--- src/rtl/riscv_trace_buffer_if.sv ---
// Signal bundle between the core's retire/debug outputs and the trace buffer.
// The master side drives capture and readout; the slave side is the buffer.
interface riscv_trace_buffer_if #(
  parameter int XLEN  = 32,
  parameter int DEPTH = 16
);
  localparam int AW    = $clog2(DEPTH);
  localparam int REC_W = 2*XLEN + 32 + 5;

  logic              arm_i;
  logic              trig_en_i;
  logic [XLEN-1:0]   trig_pc_i;
  logic              valid_i;
  logic [XLEN-1:0]   pc_i;
  logic [31:0]       instr_i;
  logic [XLEN-1:0]   result_i;
  logic [4:0]        waddr_i;
  logic [AW-1:0]     rd_idx_i;
  logic [REC_W-1:0]  rd_rec_o;
  logic [AW:0]       count_o;
  logic [1:0]        state_o;
  logic              done_o;
  logic              trig_hit_o;

  modport master (
    output arm_i, trig_en_i, trig_pc_i, valid_i, pc_i, instr_i, result_i,
           waddr_i, rd_idx_i,
    input  rd_rec_o, count_o, state_o, done_o, trig_hit_o
  );

  modport slave (
    input  arm_i, trig_en_i, trig_pc_i, valid_i, pc_i, instr_i, result_i,
           waddr_i, rd_idx_i,
    output rd_rec_o, count_o, state_o, done_o, trig_hit_o
  );
endinterface

--- src/rtl/riscv_trace_buffer.sv ---
// Circular retire-trace buffer: captures {pc,instr,result,waddr} records, freezes
// POST_TRIG records after a PC-match trigger, and reads back oldest-first by index.
module riscv_trace_buffer #(
  parameter int XLEN      = 32,
  parameter int DEPTH     = 16,
  parameter int POST_TRIG = 4
) (
  input logic                  clk,
  input logic                  rst,
  riscv_trace_buffer_if.slave  tb_if
);
  localparam int AW    = $clog2(DEPTH);
  localparam int CW    = AW + 1;
  localparam int REC_W = 2*XLEN + 32 + 5;

  localparam logic [1:0] S_IDLE  = 2'd0;
  localparam logic [1:0] S_ARMED = 2'd1;
  localparam logic [1:0] S_POST  = 2'd2;
  localparam logic [1:0] S_DONE  = 2'd3;

  localparam logic [CW-1:0] DEPTH_C = CW'(DEPTH);
  localparam logic [CW-1:0] POST_C  = CW'(POST_TRIG);

  logic [1:0]       state_q, state_d;
  logic [AW-1:0]    wr_ptr_q, wr_ptr_d;
  logic [CW-1:0]    post_cnt_q, post_cnt_d;
  logic [CW-1:0]    count_q, count_d;
  logic             trig_hit_q, trig_hit_d;
  logic [REC_W-1:0] rd_rec_q, rd_rec_d;

  logic [REC_W-1:0] mem [DEPTH];
  logic             we;
  logic [REC_W-1:0] rec_wr;
  logic             pc_match;
  logic [AW-1:0]    oldest;
  logic [AW-1:0]    phys;
  logic [CW-1:0]    count_inc;

  assign rec_wr    = {tb_if.pc_i, tb_if.instr_i, tb_if.result_i, tb_if.waddr_i};
  assign pc_match  = tb_if.trig_en_i && (tb_if.pc_i == tb_if.trig_pc_i);
  assign count_inc = (count_q == DEPTH_C) ? count_q : count_q + CW'(1);

  always_comb begin
    state_d    = state_q;
    wr_ptr_d   = wr_ptr_q;
    post_cnt_d = post_cnt_q;
    count_d    = count_q;
    trig_hit_d = trig_hit_q;
    we         = 1'b0;

    // Arm wins over everything, including a coincident retire.
    if (tb_if.arm_i) begin
      state_d    = S_ARMED;
      wr_ptr_d   = '0;
      count_d    = '0;
      post_cnt_d = '0;
      trig_hit_d = 1'b0;
    end else begin
      case (state_q)
        S_ARMED: begin
          if (tb_if.valid_i) begin
            we       = 1'b1;
            wr_ptr_d = wr_ptr_q + AW'(1);
            count_d  = count_inc;
            if (pc_match) begin
              trig_hit_d = 1'b1;
              if (POST_TRIG == 0) begin
                state_d = S_DONE;
              end else begin
                state_d    = S_POST;
                post_cnt_d = POST_C;
              end
            end
          end
        end
        S_POST: begin
          if (tb_if.valid_i) begin
            we         = 1'b1;
            wr_ptr_d   = wr_ptr_q + AW'(1);
            count_d    = count_inc;
            post_cnt_d = post_cnt_q - CW'(1);
            if (post_cnt_q == CW'(1)) state_d = S_DONE;
          end
        end
        default: ;
      endcase
    end
  end

  // Once the buffer has wrapped, the oldest record sits at the write pointer.
  always_comb begin
    oldest   = (count_q < DEPTH_C) ? '0 : wr_ptr_q;
    phys     = oldest + tb_if.rd_idx_i;
    rd_rec_d = ({1'b0, tb_if.rd_idx_i} < count_q) ? mem[phys] : '0;
  end

  always_ff @(posedge clk) begin
    if (!rst) begin
      state_q    <= S_IDLE;
      wr_ptr_q   <= '0;
      post_cnt_q <= '0;
      count_q    <= '0;
      trig_hit_q <= 1'b0;
      rd_rec_q   <= '0;
    end else begin
      state_q    <= state_d;
      wr_ptr_q   <= wr_ptr_d;
      post_cnt_q <= post_cnt_d;
      count_q    <= count_d;
      trig_hit_q <= trig_hit_d;
      rd_rec_q   <= rd_rec_d;
    end
  end

  // Storage is not reset; count_q gates every readout.
  always_ff @(posedge clk) begin
    if (we && rst) mem[wr_ptr_q] <= rec_wr;
  end

  assign tb_if.rd_rec_o   = rd_rec_q;
  assign tb_if.count_o    = count_q;
  assign tb_if.state_o    = state_q;
  assign tb_if.done_o     = (state_q == S_DONE);
  assign tb_if.trig_hit_o = trig_hit_q;
endmodule

--- src/flat_wrapper.sv ---
// flat-port wrapper written by rule: the top's interface ports become plain ports
module riscv_trace_buffer_flat 
#(
  parameter int XLEN      = 32,
  parameter int DEPTH     = 16,
  parameter int POST_TRIG = 4
)
  (clk, rst, tb_if_arm_i, tb_if_trig_en_i, tb_if_trig_pc_i, tb_if_valid_i, tb_if_pc_i, tb_if_instr_i, tb_if_result_i, tb_if_waddr_i, tb_if_rd_idx_i, tb_if_rd_rec_o, tb_if_count_o, tb_if_state_o, tb_if_done_o, tb_if_trig_hit_o);
  riscv_trace_buffer_if #(.XLEN(XLEN), .DEPTH(DEPTH)) tb_if_i ();
  input logic clk;
  input logic rst;
  input wire logic [$bits(tb_if_i.arm_i)-1:0] tb_if_arm_i;
  input wire logic [$bits(tb_if_i.trig_en_i)-1:0] tb_if_trig_en_i;
  input wire logic [$bits(tb_if_i.trig_pc_i)-1:0] tb_if_trig_pc_i;
  input wire logic [$bits(tb_if_i.valid_i)-1:0] tb_if_valid_i;
  input wire logic [$bits(tb_if_i.pc_i)-1:0] tb_if_pc_i;
  input wire logic [$bits(tb_if_i.instr_i)-1:0] tb_if_instr_i;
  input wire logic [$bits(tb_if_i.result_i)-1:0] tb_if_result_i;
  input wire logic [$bits(tb_if_i.waddr_i)-1:0] tb_if_waddr_i;
  input wire logic [$bits(tb_if_i.rd_idx_i)-1:0] tb_if_rd_idx_i;
  output wire logic [$bits(tb_if_i.rd_rec_o)-1:0] tb_if_rd_rec_o;
  output wire logic [$bits(tb_if_i.count_o)-1:0] tb_if_count_o;
  output wire logic [$bits(tb_if_i.state_o)-1:0] tb_if_state_o;
  output wire logic [$bits(tb_if_i.done_o)-1:0] tb_if_done_o;
  output wire logic [$bits(tb_if_i.trig_hit_o)-1:0] tb_if_trig_hit_o;
  assign tb_if_i.arm_i = tb_if_arm_i;
  assign tb_if_i.trig_en_i = tb_if_trig_en_i;
  assign tb_if_i.trig_pc_i = tb_if_trig_pc_i;
  assign tb_if_i.valid_i = tb_if_valid_i;
  assign tb_if_i.pc_i = tb_if_pc_i;
  assign tb_if_i.instr_i = tb_if_instr_i;
  assign tb_if_i.result_i = tb_if_result_i;
  assign tb_if_i.waddr_i = tb_if_waddr_i;
  assign tb_if_i.rd_idx_i = tb_if_rd_idx_i;
  assign tb_if_rd_rec_o = tb_if_i.rd_rec_o;
  assign tb_if_count_o = tb_if_i.count_o;
  assign tb_if_state_o = tb_if_i.state_o;
  assign tb_if_done_o = tb_if_i.done_o;
  assign tb_if_trig_hit_o = tb_if_i.trig_hit_o;
  riscv_trace_buffer #(.XLEN(XLEN), .DEPTH(DEPTH), .POST_TRIG(POST_TRIG)) u_core (.clk(clk), .rst(rst), .tb_if(tb_if_i));
endmodule
--- config.mk ---
export PLATFORM = sky130hd
export DESIGN_NAME = riscv_trace_buffer_flat
export DESIGN_NICKNAME = d
export VERILOG_FILES = /design/src/rtl/riscv_trace_buffer_if.sv /design/src/rtl/riscv_trace_buffer.sv /design/src/flat_wrapper.sv
export SDC_FILE = /design/constraint.sdc
export NUM_CORES = 1
export LEC_CHECK = 0
export CAP_MARGIN = 25
export CORE_ASPECT_RATIO = 0.8
export CORE_MARGIN = 3
export CORE_UTILIZATION = 35
export CTS_BUF_LIST = sky130_fd_sc_hd__clkbuf_8
export DETAILED_ROUTE_END_ITERATION = 8
export HOLD_SLACK_MARGIN = 0.05
export PLACE_DENSITY = 0.61
export SYNTH_ARGS = -nofsm -noshare
export SYNTH_HDL_FRONTEND = slang
export SYNTH_SLANG_ARGS = --single-unit
--- constraint.sdc ---
create_clock -name clk -period 11 [get_ports clk]
set_clock_uncertainty 0.2 [all_clocks]
set_input_delay 2.2 -clock clk [delete_from_list [all_inputs] [get_ports clk]]
set_output_delay 2.2 -clock clk [all_outputs]
set_load 0.02 [all_outputs]
Word-level counts from Yosys, hierarchy flattened
Memories as Yosys holds them, arrays and structs flattened. A register that Yosys moved wholly into a read port is not among the register bits. Index checks and enable logic that the tools add are counted. Widths: inputs -> output; s select.

Memories: 1. Bits in latches: 0. Memory bits (read-only): 0. Register bits after elaboration: 17. Word-level logic and storage cells: 59. Output and inout port bits: 110. Bits in writable memories: 1616. Bits of input ports: 142.

Memory list: u_core.mem (words 16, bits a word 101, read ports 1, clocked after Yosys merged registers in 1, wr ports 1, RTL line riscv_trace_buffer.sv:31) `logic [REC_W-1:0] mem [DEPTH];`.

Equal/unequal tests: 14. Divide/modulo/power cells: 0. Add/sub/neg operators: 4. Multiply operators: 0. Reductions and logical operators: 14. Multiplexer cells: 16. Bitwise operators: 2. Shift-type cells: 0. Magnitude comparators: 2.

Operators with widths (number): $eq 32x32->1 (1); $mux 5 (3); $pmux 5 s2 (1); $reduce_and 5->1 (2); $mux 2 (4); $mux 1 (6); $ne 3x2->1 const B (2); $ne 3x3->1 const B (2); $reduce_and 3->1 (2); $add 5x1->5 const B (1); $eq 5x1->1 const B (1); $eq 5x5->1 const B (1); $lt 4x5->1 (1); $lt 5x5->1 const B (1); $sub 5x1->5 const B (1); $add 4x1->4 const B (1); $add 4x4->4 (1); $eq 2x2->1 const B (2); $mux 4 (1); $ne 2x1->1 const B (2); $ne 2x2->1 const B (2); $pmux 2 s2 (1); $reduce_and 2->1 (2); $reduce_and 4->1 (1); 7 further kinds (10).

Longest topological paths before layout
Gate-level depths: netlist of the first run.

Word-level depth: 7. Mapped depth: 11. Gate-level depth less buffers: 8.

Worst setup path before layout of the first run
No wires, ideal clock.

Path kind: input to register. From: in tb_if_valid_i. To: mem u_core.mem[3][0] in the netlist's numbering, enable pin. Buffers on the path: 0. Required time: 10238 ps. Slack: 3109 ps. Library setup time: 562 ps. Arrival: 7129 ps. Stages on the path: 4. Cell sequence: inv_1 > nor2_1 > nand2_1 > nor2_1.

Word-level cells in the longest chain between the ends: 6.

RTL lines: start, declared (RTL line flat_wrapper.sv:15) `input wire logic [$bits(tb_if_i.valid_i)-1:0] tb_if_valid_i;`; $mux 1 (RTL line riscv_trace_buffer.sv:61, riscv_trace_buffer.sv:77); $mux 1; $mux 1 (RTL line riscv_trace_buffer.sv:52) `if (tb_if.arm_i) begin`; $logic_and 1x1->1 (RTL line riscv_trace_buffer.sv:117) `if (we && rst) mem[wr_ptr_q] <= rec_wr;`; $mux 1 (RTL line riscv_trace_buffer.sv:117); $mux 1 (implied by the code) (RTL line riscv_trace_buffer.sv:117); end, declared (RTL line riscv_trace_buffer.sv:31).

No other way between the ends.

Worst setup path after layout of the first run
From: in tb_if_rd_idx_i[0]. To: reg u_core.rd_rec_q[36], in the netlist u_core.tb_if.rd_rec_o[36], read port of u_core.mem.

Word-level cells in the longest chain between the ends: 3. Elaborated cells on any way between the ends: 4. Classes of those cells: add/sub: 1; order compare: 1; reduce/logical: 2.

RTL lines: start, declared (RTL line flat_wrapper.sv:20) `input wire logic [$bits(tb_if_i.rd_idx_i)-1:0] tb_if_rd_idx_i;`; $lt 4x5->1 (RTL line riscv_trace_buffer.sv:94) `rd_rec_d = ({1'b0, tb_if.rd_idx_i} < count_q) ? mem[phys] : '0;`; $reduce_and 2->1 (no source line); $logic_not 1->1 (no source line); end, declared (RTL line riscv_trace_buffer.sv:29) `logic [REC_W-1:0] rd_rec_q, rd_rec_d;`.

Several ways; a longest one is shown, not always the timed one. A chain may end at the register's enable or synchronous reset.

==> results of run 1 <==
[power groups by stage]
stage                     Sequential (mW)  Combinational (mW)  Clock [mW]
after CTS                            7.25               0.614        5.35
after global placement               7.39               0.604           0
after global routing                 7.25               0.652        5.66
after floorplan                      7.40               0.323           0
after detailed placement             7.39               0.613           0
final                                7.25               0.600        5.18
[flip-flops by register name (all words and copies together) (netlist names)]
signal / flops
u_core.tb_if.trig_hit_o: 1
u_core.post_cnt_q: 5
u_core.tb_if.rd_rec_o: 101
u_core.tb_if.count_o: 5
u_core.tb_if.state_o: 2
u_core.mem: 1616
u_core.wr_ptr_q: 4
[logic make-up (layout without fill, tap and decap cells)]
kind of cell / after synthesis / count (layout) / synth area share
buffers and inverters: 181 / 802 / 0.01160
xor gates and xnor gates: 39 / 39 / 0.005242
AOI/OAI and AO/OA: 233 / 233 / 0.02686
muxes: 507 / 507 / 0.1554
adders and majority gates: 18 / 18 / 0.003571
DFF: 1734 / 1734 / 0.7809
other: 0 / 14 / 0
and+or+nand+nor: 190 / 190 / 0.01638
[layout by cell type, fill, tap and decap left out, drive strengths merged, types with 40 or more instances in the layout]
| master | netlist | layout |
|---|---|---|
| a211oi | 203 | 203 |
| buf | 61 | 40 |
| clkbuf | 101 | 314 |
| clkdlybuf4s50 | 0 | 251 |
| clkinv | 0 | 52 |
| dfxtp | 118 | 118 |
| edfxtp | 1616 | 1616 |
| inv | 19 | 133 |
| mux2i | 103 | 103 |
| mux4 | 404 | 404 |
| nor2b | 103 | 103 |
[worst max-delay path by stage]
stage                     slack, ns                         to  depth (start not counted)              start
after floorplan                3.11           u_core.mem[3][0]                          4      tb_if_valid_i
after global placement         4.45  u_core.tb_if.rd_rec_o[42]                         10  tb_if_rd_idx_i[0]
after detailed placement       4.46  u_core.tb_if.rd_rec_o[42]                         10  tb_if_rd_idx_i[0]
after CTS                      5.54  u_core.tb_if.rd_rec_o[36]                         10  tb_if_rd_idx_i[0]
after global routing           5.32          u_core.mem[6][47]                          6      tb_if_valid_i
final                          5.40  u_core.tb_if.rd_rec_o[36]                         10  tb_if_rd_idx_i[0]
[per-stage QoR]
| stage | std cells | power (mW) | hold WS (ns) |
|---|---|---|---|
| final | 5951 | 13.03 | 0.2670 |
| after global routing | 5942 | 13.56 | 0.3158 |
| after global placement | 5444 | 7.992 | 0.2558 |
| after CTS | 5937 | 13.21 | 0.2761 |
| after detailed placement | 5445 | 8.002 | 0.2577 |
| after floorplan | 2902 | 7.725 | 0.2780 |
[metal layers]
layer,up-vias,track usage,share of wire
met4,10,0.05296,0.022
met1,16183,0.2122,0.42
met2,920,0.2664,0.50
met5,-,0,0.00049
li1,13094,-,-
met3,267,0.03379,0.059
[final cells by class]
| class | count | area [µm²] |
|---|---|---|
| fillers | 15968 | 107600 |
| well taps | 2414 | 3020 |
| repair buffers | 291 | 3088 |
| diodes | 14 | 35.03 |
| multi-input cells | 987 | 13700 |
| flip-flops and latches | 1734 | 50890 |
| inverters | 19 | 71.32 |
| clock inverters | 178 | 855.8 |
| clock buffers | 314 | 4322 |
==> impl_metrics.json, run 1 <==
{
  "core_um2": 183600,
  "worstReg2RegEnd": "u_core.tb_if.rd_rec_o[36]",
  "crit_buf_inv": 4,
  "cts_tree": "done",
  "cp_common_cell": "a211oi_1",
  "avgSynthCellArea_um2": 22.46,
  "r2r_cells": 10,
  "arrival_ns": 6.19,
  "rr_startpoint": "u_core.tb_if.count_o[4]",
  "synth_top_area_frac": 0.7447,
  "slew_headroom": 0.3109,
  "grt_pass1_vias": 32062,
  "synth_async_sr_flop_share": 0,
  "routed_via_density": 5.121,
  "finalSetupViolCount": 0,
  "worstPathRequired_ns": 11.58,
  "ioPinCount": 252,
  "insertion_delay_ns": 0.98,
  "fp.dieW_um": 488.4,
  "synthTopCellsByArea": "edfxtp_1, mux4_2, dfxtp_1",
  "p_sw_mw": 2.802,
  "clock-sinks": 1734,
  "cts_post_setup_buffers_inserted": 0,
  "fin_ws_ns": 5.399,
  "drt-pass1-iter-count": 7,
  "dp_slack_ns": 4.456,
  "end_kind": "flip-flop",
  "hold_depth": 1,
  "area_growth_pct": 16.59,
  "drc_errors": 0,
  "clk_pin_slew_ns": 0.06,
  "setup-tns-final_ns": 0,
  "worstHoldStart": "u_core.tb_if.trig_hit_o",
  "syn_area_um2": 65170,
  "ys.flop_type": "edfxtp_1",
  "hp-class": "reg2reg",
  "cts_htree_levels": 5,
  "rows": 140,
  "wl_per_cell_um": 25.93,
  "drtIter0Drc": 2556,
  "hold_end": "u_core.tb_if.trig_hit_o",
  "ff2ff_setup_slack_ns": 6.45,
  "cp_top_family": "buffers and inverters",
  "portBuffers": 251,
  "p_seq_frac": 0.556,
  "synth_top_cells_by_count": "edfxtp_1, mux4_2, a211oi_1, dfxtp_1",
  "grt_pass1_wl_um": 223100,
  "antenna_found_initial": 28,
  "finalHoldViolCount": 0,
  "start_util": 0.3550,
  "clock_path_buffers": 4,
  "maxCapViolations": 0,
  "cp_slowest_stage_delay_ns": 0.79,
  "ir_worst_vdd_mv": 0.09350,
  "overflow": 0,
  "ys_types": 45,
  "netlist_instances": 2902,
  "synth_nets": 3062,
  "yosysMostFrequentCell": "edfxtp_1",
  "dp_hpwl_um": 69810,
  "place_area_um2": 70770,
  "yosysTopAreaCell": "edfxtp_1",
  "synth-seq-area-share": 0.7809,
  "grt_start_max_net_pins": 151,
  "design_area_um2": 75980,
  "routed_wl_um": 154300,
  "cellLeakagePower_nw": 23.94,
  "gp_congestion": 0.6970,
  "yosys_warnings": 0,
  "crit_path_start_kind": "input port",
  "fmax_mhz": 178.5,
  "fin_crit_ns": 5.601,
  "nNetsFinal": 3481,
  "switching_share": 0.2151,
  "cp_slowest_cell": "fa_4",
  "synth_edf_count": 1616,
  "critPathKind": "in2reg",
  "finalMaxSlewViolations": 0,
  "ant_nets": 0,
  "power.density_nw_per_um2": 171.4,
  "pwr-share-comb": 0.046,
  "cp_max_fo": 145,
  "postCtsResizedCells": 0,
  "rsz0062_at_grt": "false",
  "worst_slew_pin_slew_ns": 1.034,
  "pwr-share-clk": 0.397,
  "drive_gt1_frac": 0.2308,
  "layout_worst_path_cycle_share": 0.5092,
  "cts_buffers": 288,
  "fin_util": 0.4139,
  "synth-seq-cells": 1734,
  "cts-hold-fix-buffers": 0,
  "grt_use_total": 0.1609,
  "die_area_um2": 191400,
  "die_h_um": 391.9,
  "path_cells": "clkdlybuf4s50_1 -> ha_4 -> inv_1 -> fa_4 -> buf_4 -> buf_12 -> mux4_2 -> nor2b_1 -> a211oi_1 -> a211oi_1",
  "status": "finished clean",
  "cts_root_buffer": "clkbuf_8",
  "p_int_mw": 10.22,
  "route.vias.total": 30474
}
Note: power is estimated with default switching activity, not from simulation.
==> inputs of run 2 (changes only) <==
clock period = 5.8 ns   (was 11 ns; I/O delays follow)
==> run 2 against run 1 <==
Global-route usage rose by 0.20 points. Total power rose by 95%. Hold slack improved by 0.0084 ns. Sequential power rose by 90%. Sequential share of layout area fell by 1.4 points. Critical path type is now reg2reg.
==> impl_metrics.json, run 2 (synthesis results as in run 1) <==
{
  "maxCapViolations": 0,
  "fmax_mhz": 248.4,
  "place_inst": 5529,
  "layout_commonest_cell": "edfxtp_1",
  "clk_pin_slew_ns": 0.07,
  "hold_end": "u_core.tb_if.trig_hit_o",
  "area_growth_pct": 19.08,
  "rows": 140,
  "worst_slew_pin_slew_ns": 0.9972,
  "drtIter0Drc": 2689,
  "portBuffers": 251,
  "layout_worst_path_cycle_share": 0.6942,
  "finalHoldViolCount": 0,
  "ioPinCount": 252,
  "critPathKind": "reg2reg",
  "grt_pass1_vias": 32287,
  "drt-pass1-iter-count": 7,
  "p_seq_frac": 0.542,
  "grt_start_max_net_pins": 122,
  "routed_via_density": 5.126,
  "cellLeakagePower_nw": 24.71,
  "largest_reg_flops": 1616,
  "multi_input_area_um2": 13700,
  "cts_htree_levels": 5,
  "end_kind": "flip-flop",
  "overflow": 0,
  "r2r_cells": 10,
  "fp.dieW_um": 488.4,
  "gp_congestion": 0.7170,
  "route.vias.total": 30992,
  "worstHoldStart": "u_core.tb_if.trig_hit_o",
  "max_flop_register": "u_core.mem",
  "cts-hold-fix-buffers": 0,
  "route.met2.wl_um": 75870,
  "arrival_ns": 4.64,
  "dp_hpwl_um": 82290,
  "nNetsFinal": 3567,
  "top_layer": "met5",
  "hp-class": "reg2reg",
  "die_area_um2": 191400,
  "crit_path_start_kind": "flip-flop",
  "grt_pass1_wl_um": 227100,
  "worstPathRequired_ns": 6.41,
  "wl_met1_um": 67610,
  "p_sw_mw": 5.431,
  "grt_use_total": 0.1630,
  "die_h_um": 391.9,
  "worstReg2RegEnd": "u_core.tb_if.rd_rec_o[85]",
  "cts_root_buffer": "clkbuf_8",
  "fillers": 15786,
  "fin_crit_ns": 4.027,
  "rr_startpoint": "u_core.tb_if.count_o[4]",
  "cts_buffers": 290,
  "finalMaxSlewViolations": 0,
  "insertion_delay_ns": 0.98,
  "drive_gt1_frac": 0.2559,
  "clock_path_buffers": 4,
  "finalSetupViolCount": 0,
  "hold_depth": 1,
  "power.density_nw_per_um2": 327.2,
  "ir_worst_vdd_mv": 0.1898,
  "pwr-share-clk": 0.411,
  "cts_post_setup_buffers_inserted": 0,
  "pwr-share-comb": 0.047,
  "cp_max_fo": 33,
  "postCtsResizedCells": 0,
  "drc_errors": 0,
  "clock-sinks": 1734,
  "switching_share": 0.2139,
  "status": "finished clean",
  "slew_headroom": 0.3331,
  "core_um2": 183600,
  "final_cell_mix": "edfxtp_1, mux4_2, clkbuf_8, clkdlybuf4s50_1, a211oi_1",
  "rsz0062_at_grt": "false",
  "p_int_mw": 19.96,
  "layout.cells.non_filler": 6046,
  "ant_nets": 0,
  "ff2ff_setup_slack_ns": 1.77,
  "cts_tree": "done",
  "dr_wl_met3_um": 10380,
  "routed_wl_um": 157100,
  "register_area_um2": 50890,
  "antenna_found_initial": 28,
  "fin_util": 0.4227,
  "wl_per_cell_um": 25.98,
  "start_util": 0.3550
}
## run 2: changes by cell type in the layout (fill, tap and decap cells not counted)
cell / delta
clkinv_2: +10
bufinv_16: +8
clkbuf_8: +11
buf_12: +49
inv_1: -11
buf_4: +35
clkinvlp_4: -2
clkinv_1: -7
inv_6: +2
## run 2: power groups by stage
stage / combinational [mW] / sequential (mW) / clock, mW
floorplan: 0.613 / 14.0 / 0
global placement: 1.20 / 14.0 / 0
detailed placement: 1.22 / 14.0 / 0
CTS: 1.22 / 13.8 / 10.7
global route: 1.30 / 13.7 / 11.3
finish: 1.20 / 13.8 / 10.4
## run 2: worst max-delay path: stages, from the launching register on
cell      delay, ns
dfxtp_1        0.54
and2_1         0.23
ha_4           0.14
inv_1          0.05
fa_4           1.28
buf_12         0.31
buf_4          0.27
mux4_2         0.32
nor2b_1        0.14
a211oi_1       0.23
a211oi_1       0.09
## run 2: cell type report
| type | instances | area share |
|---|---|---|
| antenna | 14 | 0.0004515 |
| inverter | 19 | 0.0009190 |
| sequential | 1734 | 0.6558 |
| multi-input combinational | 987 | 0.1765 |
| tap | 2414 | 0.03892 |
| clock buffer | 325 | 0.05764 |
| clock inverter | 178 | 0.01393 |
| timing repair buffer | 375 | 0.05582 |
## run 2: per-layer routing
metal / track usage / vias to the layer above
met2: 0.2625 / 982
met4: 0.04480 / 22
met1: 0.2208 / 16408
li1: - / 13293
met5: 0 / -
met3: 0.04022 / 287
## run 2: how the worst max path moves through the flow
stage / startpoint / to / slack (ns) / depth (start not counted)
floorplan: tb_if_valid_i / u_core.mem[3][0] / -1.05 / 4
global placement: tb_if_rd_idx_i[0] / u_core.tb_if.rd_rec_o[85] / 0.79 / 10
detailed placement: tb_if_rd_idx_i[0] / u_core.tb_if.rd_rec_o[85] / 0.80 / 10
CTS: u_core.tb_if.count_o[4] / u_core.tb_if.rd_rec_o[85] / 1.74 / 10
global route: u_core.tb_if.count_o[4] / u_core.tb_if.rd_rec_o[91] / 1.57 / 10
finish: u_core.tb_if.count_o[4] / u_core.tb_if.rd_rec_o[85] / 1.77 / 10
## run 2: through the flow
step / TNS [ns] / setup slack [ns] / area, µm² / power [mW] / hold slack (ns)
floorplan: -1437.72 / -1.051 / 65170 / 14.65 / 0.2780
global route: 0 / 1.572 / 77580 / 26.39 / 0.3069
global placement: 0 / 0.7904 / 72010 / 15.22 / 0.2721
CTS: 0 / 1.743 / 77570 / 25.72 / 0.2811
finish: 0 / 1.773 / 77600 / 25.39 / 0.2754
detailed placement: 0 / 0.8003 / 72010 / 15.24 / 0.2674
